--- config.mk ---
export PLATFORM = sky130hd
export DESIGN_NAME = rotary_bank
export DESIGN_NICKNAME = d
export VERILOG_FILES = /design/src/rtl/rotary_bank_pkg.sv /design/src/rtl/rotary_bank_channel.sv /design/src/rtl/rotary_bank.sv
export SDC_FILE = /design/constraint.sdc
export NUM_CORES = 1
export LEC_CHECK = 0
export CORE_UTILIZATION = 48
export DETAILED_ROUTE_END_ITERATION = 12
export GPL_ROUTABILITY_DRIVEN = 0
export PLACE_DENSITY = 0.69
export SYNTH_ARGS = -nofsm -noshare
export SYNTH_HDL_FRONTEND = slang
export SYNTH_SLANG_ARGS = --single-unit
--- constraint.sdc ---
create_clock -name clock -period 3.9 [get_ports clock]
set_input_delay 0.78 -clock clock [delete_from_list [all_inputs] [get_ports clock]]
set_output_delay 0.78 -clock clock [all_outputs]
set_load 0.01 [all_outputs]
--- src/rtl/rotary_bank_pkg.sv ---
// Shared opcodes, instruction field helpers and the quadrature step decoder
// used by the rotary_bank peripheral and its channels.
package rotary_bank_pkg;

  localparam logic [3:0] OP_NOP  = 4'h0;
  localparam logic [3:0] OP_SEL  = 4'h1;
  localparam logic [3:0] OP_CLRL = 4'h2;
  localparam logic [3:0] OP_CLRR = 4'h3;
  localparam logic [3:0] OP_CLRC = 4'h4;
  localparam logic [3:0] OP_MODE = 4'h5;
  localparam logic [3:0] OP_CLRE = 4'h6;

  // Mode bits: bit0 saturate(1)/wrap(0), bit1 1x(1)/4x(0)
  localparam int MODE_SAT_BIT = 0;
  localparam int MODE_1X_BIT  = 1;

  typedef struct packed {
    logic valid;
    logic dir;      // 1 = right (+1), 0 = left (-1)
    logic illegal;
  } step_t;

  function automatic logic [3:0] inst_opcode(input logic [11:0] inst);
    return inst[11:8];
  endfunction

  function automatic logic [7:0] inst_imm(input logic [11:0] inst);
    return inst[7:0];
  endfunction

  // Position of an AB pair along the right-turn sequence 00->01->11->10
  function automatic logic [1:0] ab_pos(input logic [1:0] ab);
    case (ab)
      2'b00:   return 2'd0;
      2'b01:   return 2'd1;
      2'b11:   return 2'd2;
      default: return 2'd3;
    endcase
  endfunction

  function automatic step_t decode_step(input logic [1:0] prev, input logic [1:0] cur);
    step_t      s;
    logic [1:0] diff;
    s    = '0;
    diff = ab_pos(cur) - ab_pos(prev);
    if ((prev ^ cur) == 2'b11) begin
      s.illegal = 1'b1;
    end else if (diff == 2'd1) begin
      s.valid = 1'b1;
      s.dir   = 1'b1;
    end else if (diff == 2'd3) begin
      s.valid = 1'b1;
    end
    return s;
  endfunction

endpackage

--- src/rtl/rotary_bank_channel.sv ---
// One encoder channel: 2-FF sync, stability filter, registered step decoder,
// signed step counter and sticky left/right flags.
module rotary_channel
  import rotary_bank_pkg::*;
#(
  parameter int         COUNT_WIDTH = 8,
  parameter int         DEBOUNCE    = 4,
  parameter logic [1:0] RESET_MODE  = 2'b00
) (
  input  logic                   clock,
  input  logic                   reset,
  input  logic [1:0]             rotary,
  input  logic                   clr_l,
  input  logic                   clr_r,
  input  logic                   clr_c,
  input  logic                   mode_we,
  input  logic [1:0]             mode_in,
  output logic                   left_status,
  output logic                   right_status,
  output logic [COUNT_WIDTH-1:0] count,
  output logic                   illegal
);

  localparam logic [COUNT_WIDTH-1:0] CNT_MAX = {1'b0, {(COUNT_WIDTH-1){1'b1}}};
  localparam logic [COUNT_WIDTH-1:0] CNT_MIN = {1'b1, {(COUNT_WIDTH-1){1'b0}}};

  logic [1:0] sync1_reg, sync2_reg;
  logic [1:0] sync_vld_reg;
  logic [1:0] filt;
  logic       filt_vld;

  // sync_vld keeps reset-state synchroniser contents out of the filter
  always_ff @(posedge clock) begin
    if (reset) begin
      sync1_reg    <= '0;
      sync2_reg    <= '0;
      sync_vld_reg <= '0;
    end else begin
      sync1_reg    <= rotary;
      sync2_reg    <= sync1_reg;
      sync_vld_reg <= {sync_vld_reg[0], 1'b1};
    end
  end

  generate
    if (DEBOUNCE == 0) begin : g_bypass
      assign filt     = sync2_reg;
      assign filt_vld = sync_vld_reg[1];
    end else begin : g_debounce
      localparam int             DB_W   = $clog2(DEBOUNCE + 1);
      localparam logic [DB_W-1:0] DB_MAX = DB_W'(DEBOUNCE);

      logic [1:0]      last_reg, filt_reg;
      logic [DB_W-1:0] cnt_reg, cnt_next;
      logic            filt_vld_reg;

      // cnt counts cycles the synchronised value has been seen unchanged
      always_comb begin
        cnt_next = cnt_reg;
        if (!sync_vld_reg[1]) begin
          cnt_next = '0;
        end else if (sync2_reg != last_reg) begin
          cnt_next = DB_W'(1);
        end else if (cnt_reg != DB_MAX) begin
          cnt_next = cnt_reg + DB_W'(1);
        end
      end

      always_ff @(posedge clock) begin
        if (reset) begin
          last_reg     <= '0;
          filt_reg     <= '0;
          cnt_reg      <= '0;
          filt_vld_reg <= 1'b0;
        end else begin
          last_reg <= sync2_reg;
          cnt_reg  <= cnt_next;
          if (cnt_next == DB_MAX) begin
            filt_reg     <= sync2_reg;
            filt_vld_reg <= 1'b1;
          end
        end
      end

      assign filt     = filt_reg;
      assign filt_vld = filt_vld_reg;
    end
  endgenerate

  logic                   armed_reg;
  logic [1:0]             prev_reg;
  logic [1:0]             mode_reg;
  logic [COUNT_WIDTH-1:0] count_reg, count_next, count_base;
  logic                   left_reg, left_next, right_reg, right_next;
  logic                   decode_en, take;
  step_t                  step;

  always_comb begin
    step       = decode_step(prev_reg, filt);
    decode_en  = armed_reg && filt_vld && (filt != prev_reg);
    take       = decode_en && step.valid && (!mode_reg[MODE_1X_BIT] || filt == 2'b00);
    illegal    = decode_en && step.illegal;
    count_base = clr_c ? '0 : count_reg;
    count_next = count_base;
    if (take) begin
      if (step.dir) begin
        if (!(mode_reg[MODE_SAT_BIT] && count_base == CNT_MAX)) begin
          count_next = count_base + COUNT_WIDTH'(1);
        end
      end else begin
        if (!(mode_reg[MODE_SAT_BIT] && count_base == CNT_MIN)) begin
          count_next = count_base - COUNT_WIDTH'(1);
        end
      end
    end
    // A step in the same cycle as a clear leaves the flag set
    left_next  = (take && !step.dir) || (left_reg && !clr_l);
    right_next = (take && step.dir) || (right_reg && !clr_r);
  end

  always_ff @(posedge clock) begin
    if (reset) begin
      armed_reg <= 1'b0;
      prev_reg  <= '0;
      mode_reg  <= RESET_MODE;
      count_reg <= '0;
      left_reg  <= 1'b0;
      right_reg <= 1'b0;
    end else begin
      if (filt_vld) begin
        prev_reg  <= filt;
        armed_reg <= 1'b1;
      end
      if (mode_we) begin
        mode_reg <= mode_in;
      end
      count_reg <= count_next;
      left_reg  <= left_next;
      right_reg <= right_next;
    end
  end

  assign left_status  = left_reg;
  assign right_status = right_reg;
  assign count        = count_reg;

endmodule

--- src/rtl/rotary_bank.sv ---
// Multi-channel quadrature encoder bank on the sequencer inst bus: instruction
// decode, channel select, sticky error and the registered selected-count output.
module rotary_bank
  import rotary_bank_pkg::*;
#(
  parameter int         CHANNELS    = 2,
  parameter int         COUNT_WIDTH = 8,
  parameter int         DEBOUNCE    = 4,
  parameter logic [1:0] RESET_MODE  = 2'b00
) (
  input  logic                    clock,
  input  logic                    reset,
  input  logic [11:0]             inst,
  input  logic                    inst_en,
  input  logic [2*CHANNELS-1:0]   rotary,
  output logic [CHANNELS-1:0]     rotary_left_status,
  output logic [CHANNELS-1:0]     rotary_right_status,
  output logic [COUNT_WIDTH-1:0]  rotary_count,
  output logic                    rotary_error
);

  localparam int         SEL_W  = (CHANNELS > 1) ? $clog2(CHANNELS) : 1;
  localparam int         NSLOT  = 2 ** SEL_W;
  localparam logic [8:0] CH_LIM = 9'(CHANNELS);

  logic [3:0]             opcode;
  logic [7:0]             imm;
  logic                   do_sel, sel_ok, do_clrl, do_clrr, do_clrc, do_mode, do_clre;
  logic [SEL_W-1:0]       sel_reg;
  logic                   error_reg, error_next;
  logic [CHANNELS-1:0]    ch_illegal;
  logic [COUNT_WIDTH-1:0] ch_count [NSLOT];

  always_comb begin
    opcode  = inst_opcode(inst);
    imm     = inst_imm(inst);
    do_sel  = inst_en && (opcode == OP_SEL);
    do_clrl = inst_en && (opcode == OP_CLRL);
    do_clrr = inst_en && (opcode == OP_CLRR);
    do_clrc = inst_en && (opcode == OP_CLRC);
    do_mode = inst_en && (opcode == OP_MODE);
    do_clre = inst_en && (opcode == OP_CLRE);
    sel_ok  = {1'b0, imm} < CH_LIM;
    // Any new error outranks a same-cycle CLRE
    if ((do_sel && !sel_ok) || (|ch_illegal)) begin
      error_next = 1'b1;
    end else if (do_clre) begin
      error_next = 1'b0;
    end else begin
      error_next = error_reg;
    end
  end

  always_ff @(posedge clock) begin
    if (reset) begin
      sel_reg      <= '0;
      error_reg    <= 1'b0;
      rotary_count <= '0;
    end else begin
      if (do_sel && sel_ok) begin
        sel_reg <= imm[SEL_W-1:0];
      end
      error_reg    <= error_next;
      rotary_count <= ch_count[sel_reg];
    end
  end

  assign rotary_error = error_reg;

  generate
    for (genvar gi = 0; gi < NSLOT; gi++) begin : g_ch
      if (gi < CHANNELS) begin : g_live
        logic hit;
        assign hit = (sel_reg == SEL_W'(gi));

        rotary_channel #(
          .COUNT_WIDTH (COUNT_WIDTH),
          .DEBOUNCE    (DEBOUNCE),
          .RESET_MODE  (RESET_MODE)
        ) u_channel (
          .clock        (clock),
          .reset        (reset),
          .rotary       (rotary[2*gi +: 2]),
          .clr_l        (do_clrl && hit),
          .clr_r        (do_clrr && hit),
          .clr_c        (do_clrc && hit),
          .mode_we      (do_mode && hit),
          .mode_in      (imm[1:0]),
          .left_status  (rotary_left_status[gi]),
          .right_status (rotary_right_status[gi]),
          .count        (ch_count[gi]),
          .illegal      (ch_illegal[gi])
        );
      end else begin : g_pad
        assign ch_count[gi] = '0;
      end
    end
  endgenerate

endmodule

==> results of run 1 <==
[area by class of cell]
| cell class | instances | share of cell area [%] |
|---|---|---|
| clock buffers | 10 | 2.868 |
| inverters | 21 | 1.772 |
| clock inverters | 6 | 3.093 |
| multi-input cells | 331 | 51.15 |
| repair buffers | 41 | 8.549 |
| flip-flops and latches | 66 | 29.70 |
| well taps | 102 | 2.868 |
[per-stage QoR]
| step | setup WS (ns) | instances |
|---|---|---|
| after floorplan | 0.9191 | 445 |
| after global placement | 0.2905 | 561 |
| after detailed placement | 0.2194 | 561 |
| after CTS | 0.5392 | 577 |
| after global routing | 0.1944 | 577 |
| final | 0.4947 | 577 |
[where the power goes]
part           internal (µW)  switching (µW)  total [µW]
combinational           32.5            32.3        64.8
sequential               681            4.37         686
clock                    493             284         777
total                   1210             320        1530
[cells in the mapped netlist (all sizes together) (3+ instances only)]
library cell and n:
dfxtp 66, nor2 50, nand2 36, mux2i 26
ha 22, inv 21, clkbuf 19, nor2b 19
nor3 19, a21oi 16, nand3 14, o21ai 14
xnor2 11, and3 7, buf 7, nor4 7
nand4 6, or3 6, a31oi 5, nand3b 5
o211ai 5, a211o 4, and4 4, a32oi 3
or4 3, xor2 3
[final timing paths]
path	to	cells after the start	startpoint
max	g_ch[0].g_live.u_channel.count[2]$_SDFF_PP0_	12	inst[8]
min	g_ch[1].g_live.u_channel.sync2_reg[1]$_SDFF_PP0_	1	g_ch[1].g_live.u_channel.sync1_reg[1]$_SDFF_PP0_
max reg2reg	g_ch[1].g_live.u_channel.count[6]$_SDFF_PP0_	9	g_ch[1].g_live.u_channel.filt[1]$_SDFFE_PP0N_
min reg2reg	g_ch[1].g_live.u_channel.sync2_reg[1]$_SDFF_PP0_	1	g_ch[1].g_live.u_channel.sync1_reg[1]$_SDFF_PP0_
[cell families after synthesis]
logic type / share of synthesized area, %
and+or+nand+nor: 27.20
AOI/OAI and AO/OA: 13.03
DFF: 34.57
buffers and inverters: 5.892
muxes: 7.103
adders and majority gates: 7.201
xor gates and xnor gates: 5.008
[routing by layer]
metal | global-route usage [%] | part of all wire (%) | wire, µm
met3 | 6.616 | 6.1 | 535
met5 | 0 | 0 | 0
met1 | 27.84 | 45 | 3968
met2 | 38.32 | 48 | 4220
met4 | 6.878 | 1.2 | 106
[worst register-to-register path: stages (launching register included)]
cell and delay [ns]:
dfxtp_1 0.46, inv_1 0.07, ha_1 0.27, inv_1 0.04, ha_1 0.18, xnor3_1 0.34, or3b_1 0.60, o31ai_1 0.35
a31oi_1 0.07, a2111oi_0 0.35
==> metrics, run 1 <==
family with the most delay on the worst path simple AND/OR/NAND/NOR gates; kind of critical path in2reg; setup_tns 0 ns; Final Setup Violations 0; initial DRC count 175; via count 3334; CP Max Fanout 6; end-of-flow core utilization 57.58%; GRT Total Usage between 20% and 30%; Vias/cell 5.778; FMAX 293.7 MHz; commonest non-fill, non-tap cells in the layout 66 x dfxtp_1, 50 x nor2_1, 36 x nand2_1, 30 x clkdlybuf4s50_1, 26 x mux2i_1; max-cap check violation count 0; sequential cell area 1321 µm²; vias in the first global route between 3000 and 4000; Area Overhead vs Synth 16.40%; clock sink total 66; # DRC 0; Die Area 8324 µm²; crit-path cells clkdlybuf4s50_1 -> nor4b_1 -> nand2_1 -> nand2_1 -> inv_1 -> ha_1 -> and2_1 -> a21boi_0 -> a21oi_1 -> a32oi_1 -> a211o_1 -> a21oi_1; core area 7727 µm²; R2R Setup Slk 1.05 ns; number of inserted diodes 0; Tmin final 3.405 ns; Hold WC Path Type reg2reg; remaining global-route overflow 0; Final Total Pwr 1527 µW; area share of the largest cell type after synthesis 34.57%; Slew @ Worst Pin 0.7608 ns; Synth warnings 0; status finished, final reports clean; final wirelength 8831 µm; ys flop type dfxtp_1; synthesized instance count 445; Clock Latency Late Sink 0.36 ns; Final #Nets 511; H-Tree Depth 3; Pwr Density 343.2 nW/µm²; Die H 91.24 µm; Post-CTS Hold Buffers 0; most common cell after layout, fill and taps aside dfxtp_1; crit end category flip-flop; fin area 4449 µm²; starting density of the core 49.47%; Synth Area per Inst 8.590 µm²; slowest CP cell nor4b_1; ratio of final minimum period to clock period 87.32%; clock tree buffer depth 2; post-CTS setup buffers 0; ranking of synthesized cells by area dfxtp_1 35%, ha_1 7.2%, mux2i_1 6.8%; Clock Pin Slew Worst Setup and Hold Paths 0.07 ns; headroom to the max-slew limit 48.56%; I/O pins 32; Worst Path Arrival 3.70 ns; post_cts resized 0; post-route ant nets 0; RSZ-0062 raised after global routing no; clock skew 0.007738 ns; WHS 0.4383 ns; Root Driver clkbuf_8; area of the multi-input gates 2276 µm²; Max VDD drop 0.1799 mV; IO buf count 31; Fillers about 700; WL/cell 15.31 µm; Core Rows 32; Synth Register Bits 66; layout cells sized above 1 7.789%; Post-synth EDFFs 0; Fin. Hold Viols 0; CTS tree yes; first-pass GRT wire length 15100 µm; DR pass1 iterations 5; syn nets 486; placed inst area 4184 µm²; Slew Limit Fails 0; CP peak stage delay 0.51 ns; CTS buffer count 9; Die X 91.24 µm; max reg flops 16; asr flop ratio synth 0%; Critical Path Source Type input port; Yosys top cell by area dfxtp_1; Netlist cell types 70; HPWL Detailed 6150 µm; CP required 4.19 ns; initial antenna violation count 0; P_leak 0.001736 µW; Post-Syn Area 3822 µm²; largest net degree at the start of global routing 37; post-synthesis sequential area ratio 34.57%; Buffers & Inverters on Critical Path 2
Power figures use the tool's default switching activity.
==> run 2: changes to the inputs <==
--- a/config.mk
+++ b/config.mk
@@ -6,6 +6,7 @@
 export NUM_CORES = 1
 export LEC_CHECK = 0
 export CORE_UTILIZATION = 48
+export CTS_CLUSTER_DIAMETER = 120
 export DETAILED_ROUTE_END_ITERATION = 12
 export GPL_ROUTABILITY_DRIVEN = 0
 export PLACE_DENSITY = 0.69
==> results of run 2 <==
Same layout as run 1: the final DEF is identical, and so are final timing and power.
==> run 3: changes to the inputs <==
--- a/config.mk
+++ b/config.mk
@@ -5,11 +5,14 @@
 export SDC_FILE = /design/constraint.sdc
 export NUM_CORES = 1
 export LEC_CHECK = 0
-export CORE_UTILIZATION = 48
+export CAP_MARGIN = 20
+export CELL_PAD_IN_SITES_DETAIL_PLACEMENT = 0
+export CELL_PAD_IN_SITES_GLOBAL_PLACEMENT = 1
+export CORE_UTILIZATION = 44
 export CTS_CLUSTER_DIAMETER = 120
 export DETAILED_ROUTE_END_ITERATION = 12
 export GPL_ROUTABILITY_DRIVEN = 0
-export PLACE_DENSITY = 0.69
+export PLACE_DENSITY = 0.8
 export SYNTH_ARGS = -nofsm -noshare
 export SYNTH_HDL_FRONTEND = slang
 export SYNTH_SLANG_ARGS = --single-unit
==> run 3 against run 2 <==
Effect of this change:
- power decreased by 10%
- clock power decreased by 21%
- clock skew up 0.00073 ns
- largest power group is now sequential cells
- register-to-register slack about the same
- critical endpoint is now g_ch[1].g_live.u_channel.count[2]$_SDFF_PP0_
- highest routed layer unchanged
- combinational power up 3%
- critical path depth did not move
- count of clock-buffer cells in the layout rose by 1
- setup slack better by 0.057 ns
==> metrics, run 3 (same netlist as run 1, synthesis figures left out) <==
initial antenna violation count 0 (unchanged); first-pass GRT wire length 14680 µm (-2.8%); sw frac 23.38% (+2.4 points); max-cap check violation count 0 (unchanged); Fin. Hold Viols 0 (unchanged); pre-CTS WS -0.05277 ns (-0.2721 ns); FMAX 298.6 MHz (+1.7%); post_cts resized 0 (unchanged); CTS tree yes; crit-path cells clkdlybuf4s50_1 -> nor4b_2 -> nand3_1 -> nand2_1 -> inv_1 -> ha_1 -> and3_1 -> nand3_1 -> nor3_1 -> nor3_2 -> a22oi_1 -> mux2i_1; Vias/cell 5.497 (-4.9%); Pwr Density 309.4 nW/µm² (-9.9%); final wirelength 8823 µm (about the same); initial DRC count 130 (-26%); clock skew 0.008470 ns (+0.0007327 ns); Die X 95.21 µm (+4.4%); number of inserted diodes 0 (unchanged); Worst Path Arrival 3.58 ns (-0.12 ns); Core Rows 33 (+3.1%); Final #Nets 512 (+0.20%); Non-Filler Instances 581 (+0.69%); Slew @ Worst Pin 0.9537 ns (+0.1929 ns); # DRC 0 (unchanged); post-CTS setup buffers 0 (unchanged); commonest non-fill, non-tap cells in the layout 66 x dfxtp_1, 50 x nor2_1, 36 x nand2_1, 30 x clkdlybuf4s50_1, 26 x mux2i_1; Max VDD drop 0.2463 mV (+37%); IO buf count 31 (unchanged); clock network fraction of total power 45.1% (-5.8 points); slowest CP cell clkdlybuf4s50_1; Internal 1049 µW (-13%); post-route ant nets 0 (unchanged); r2r startpoint g_ch[1].g_live.u_channel.filt[1]$_SDFFE_PP0N_; fin area 4425 µm² (-0.53%); CTS buffer count 9 (unchanged); max reg flops 16 (unchanged); remaining global-route overflow 0 (unchanged); CP peak stage delay 0.49 ns (-0.02 ns); layout cells sized above 1 8.403% (+0.61 points); Comb pwr share 4.9% (+0.7 points); Clock Pin Slew Worst Setup and Hold Paths 0.08 ns (about the same); kind of critical path in2reg; WL/cell 15.19 µm (-0.78%); headroom to the max-slew limit 35.52% (-13 points); Reg2Reg Depth 9 (unchanged); Setup WS post-layout 0.5513 ns (+0.05660 ns); placed inst area 4188 µm² (about the same); Critical Path Stages 12 (unchanged); CP required 4.13 ns (-0.06 ns); GRT Total Usage 20.98% (-1.7 points); CP dominant cell by count nand3_1; via count 3194 (-4.2%); sw power 320.1 µW (about the same); core area 8299 µm² (+7.4%); most common cell after layout, fill and taps aside dfxtp_1; RSZ-0062 raised after global routing no; clock tree buffer depth 2 (unchanged); Tmin final 3.349 ns (-0.05660 ns); H-Tree Depth 3 (unchanged); Final Setup Violations 0 (unchanged); Critical Path Source Type input port; Hold WC Path Type reg2reg; Sequential Power Share 50.1% (+5.2 points); Root Driver clkbuf_8; Die Area 9064 µm² (+8.9%); family with the most delay on the worst path simple AND/OR/NAND/NOR gates; sink of the worst hold path g_ch[1].g_live.u_channel.sync2_reg[0]$_SDFF_PP0_; Buffers & Inverters on Critical Path 2 (unchanged); Min-Delay Path Depth 1 (unchanged); CP Max Fanout 6 (unchanged); Post-CTS Hold Buffers 0 (unchanged); Hold Crit Start g_ch[1].g_live.u_channel.sync1_reg[0]$_SDFF_PP0_; crit end category flip-flop; R2R Setup Slk 1.04 ns (about the same); P_leak 0.001722 µW (-0.84%); Clock Latency Late Sink 0.34 ns (-0.02 ns); largest net degree at the start of global routing 61 (+65%); status finished, final reports clean; reg2reg end g_ch[1].g_live.u_channel.count[2]$_SDFF_PP0_; ratio of final minimum period to clock period 85.86% (-1.5 points); Die H 95.21 µm (+4.4%); vias in the first global route 3079 (-6.3%); starting density of the core 46.06% (-3.4 points); clock sink total 66 (unchanged); Slew Limit Fails 0 (unchanged); DP Cell Count 564 (+0.53%); DR pass1 iterations 4 (-1); Area Overhead vs Synth 15.78%; HPWL Detailed 6324 µm (+2.8%); I/O pins 32 (unchanged)
run 3: worst max path at each step:
stage            start                                      endpoint  slack [ns]
6_report       inst[8]  g_ch[1].g_live.u_channel.count[2]$_SDFF_PP0_        0.55
5_1_grt        inst[8]  g_ch[1].g_live.u_channel.count[0]$_SDFF_PP0_        0.27
4_1_cts        inst[8]  g_ch[1].g_live.u_channel.count[0]$_SDFF_PP0_        0.31
3_5_place_dp   inst[8]  g_ch[1].g_live.u_channel.count[0]$_SDFF_PP0_       -0.05
3_3_place_gp   inst[8]  g_ch[1].g_live.u_channel.count[0]$_SDFF_PP0_       -0.02
2_1_floorplan  inst[9]  g_ch[0].g_live.u_channel.count[2]$_SDFF_PP0_        0.92
run 3: final cells by class:
class / count / area (µm²)
Sequential cell: 66 / 1321
Clock buffer: 11 / 151.4
Inverter: 21 / 78.83
Timing Repair Buffer: 42 / 400.4
Multi-Input combinational cell: 331 / 2282
Clock inverter: 5 / 60.06
Tap cell: 105 / 131.4
Fill cell: 796 / 3874
run 3: power groups by stage:
stage | Sequential (µW) | Clock, µW | Combinational, µW
global route | 687 | 663 | 73.1
detailed placement | 702 | 0 | 63.9
global placement | 701 | 0 | 63.1
CTS | 686 | 636 | 64.5
floorplan | 700 | 0 | 30.7
finish | 686 | 617 | 66.6
run 3: per-stage QoR:
step,hold slack (ns),utilization (%),TNS [ns],power [µW]
final,0.4285,53.32,0,1369
after global routing,0.4524,53.32,0,1422
after CTS,0.4317,53.01,0,1386
after detailed placement,0.4204,50.46,-0.1166,765.7
after global placement,0.4162,50.46,-0.01994,764.6
after floorplan,0.4138,-,0,731.1
run 3: per-layer routing:
| metal | up-vias | global-route usage, % | part of all wire, % | wire (µm) |
|---|---|---|---|---|
| li1 | 1637 | - | - | - |
| met1 | 1463 | 27.41 | 48 | 4265 |
| met2 | 83 | 34.52 | 45 | 3965 |
| met3 | 11 | 5.024 | 5.3 | 465 |
| met4 | 0 | 5.303 | 1.4 | 127 |
| met5 | - | 0 | 0 | 0 |
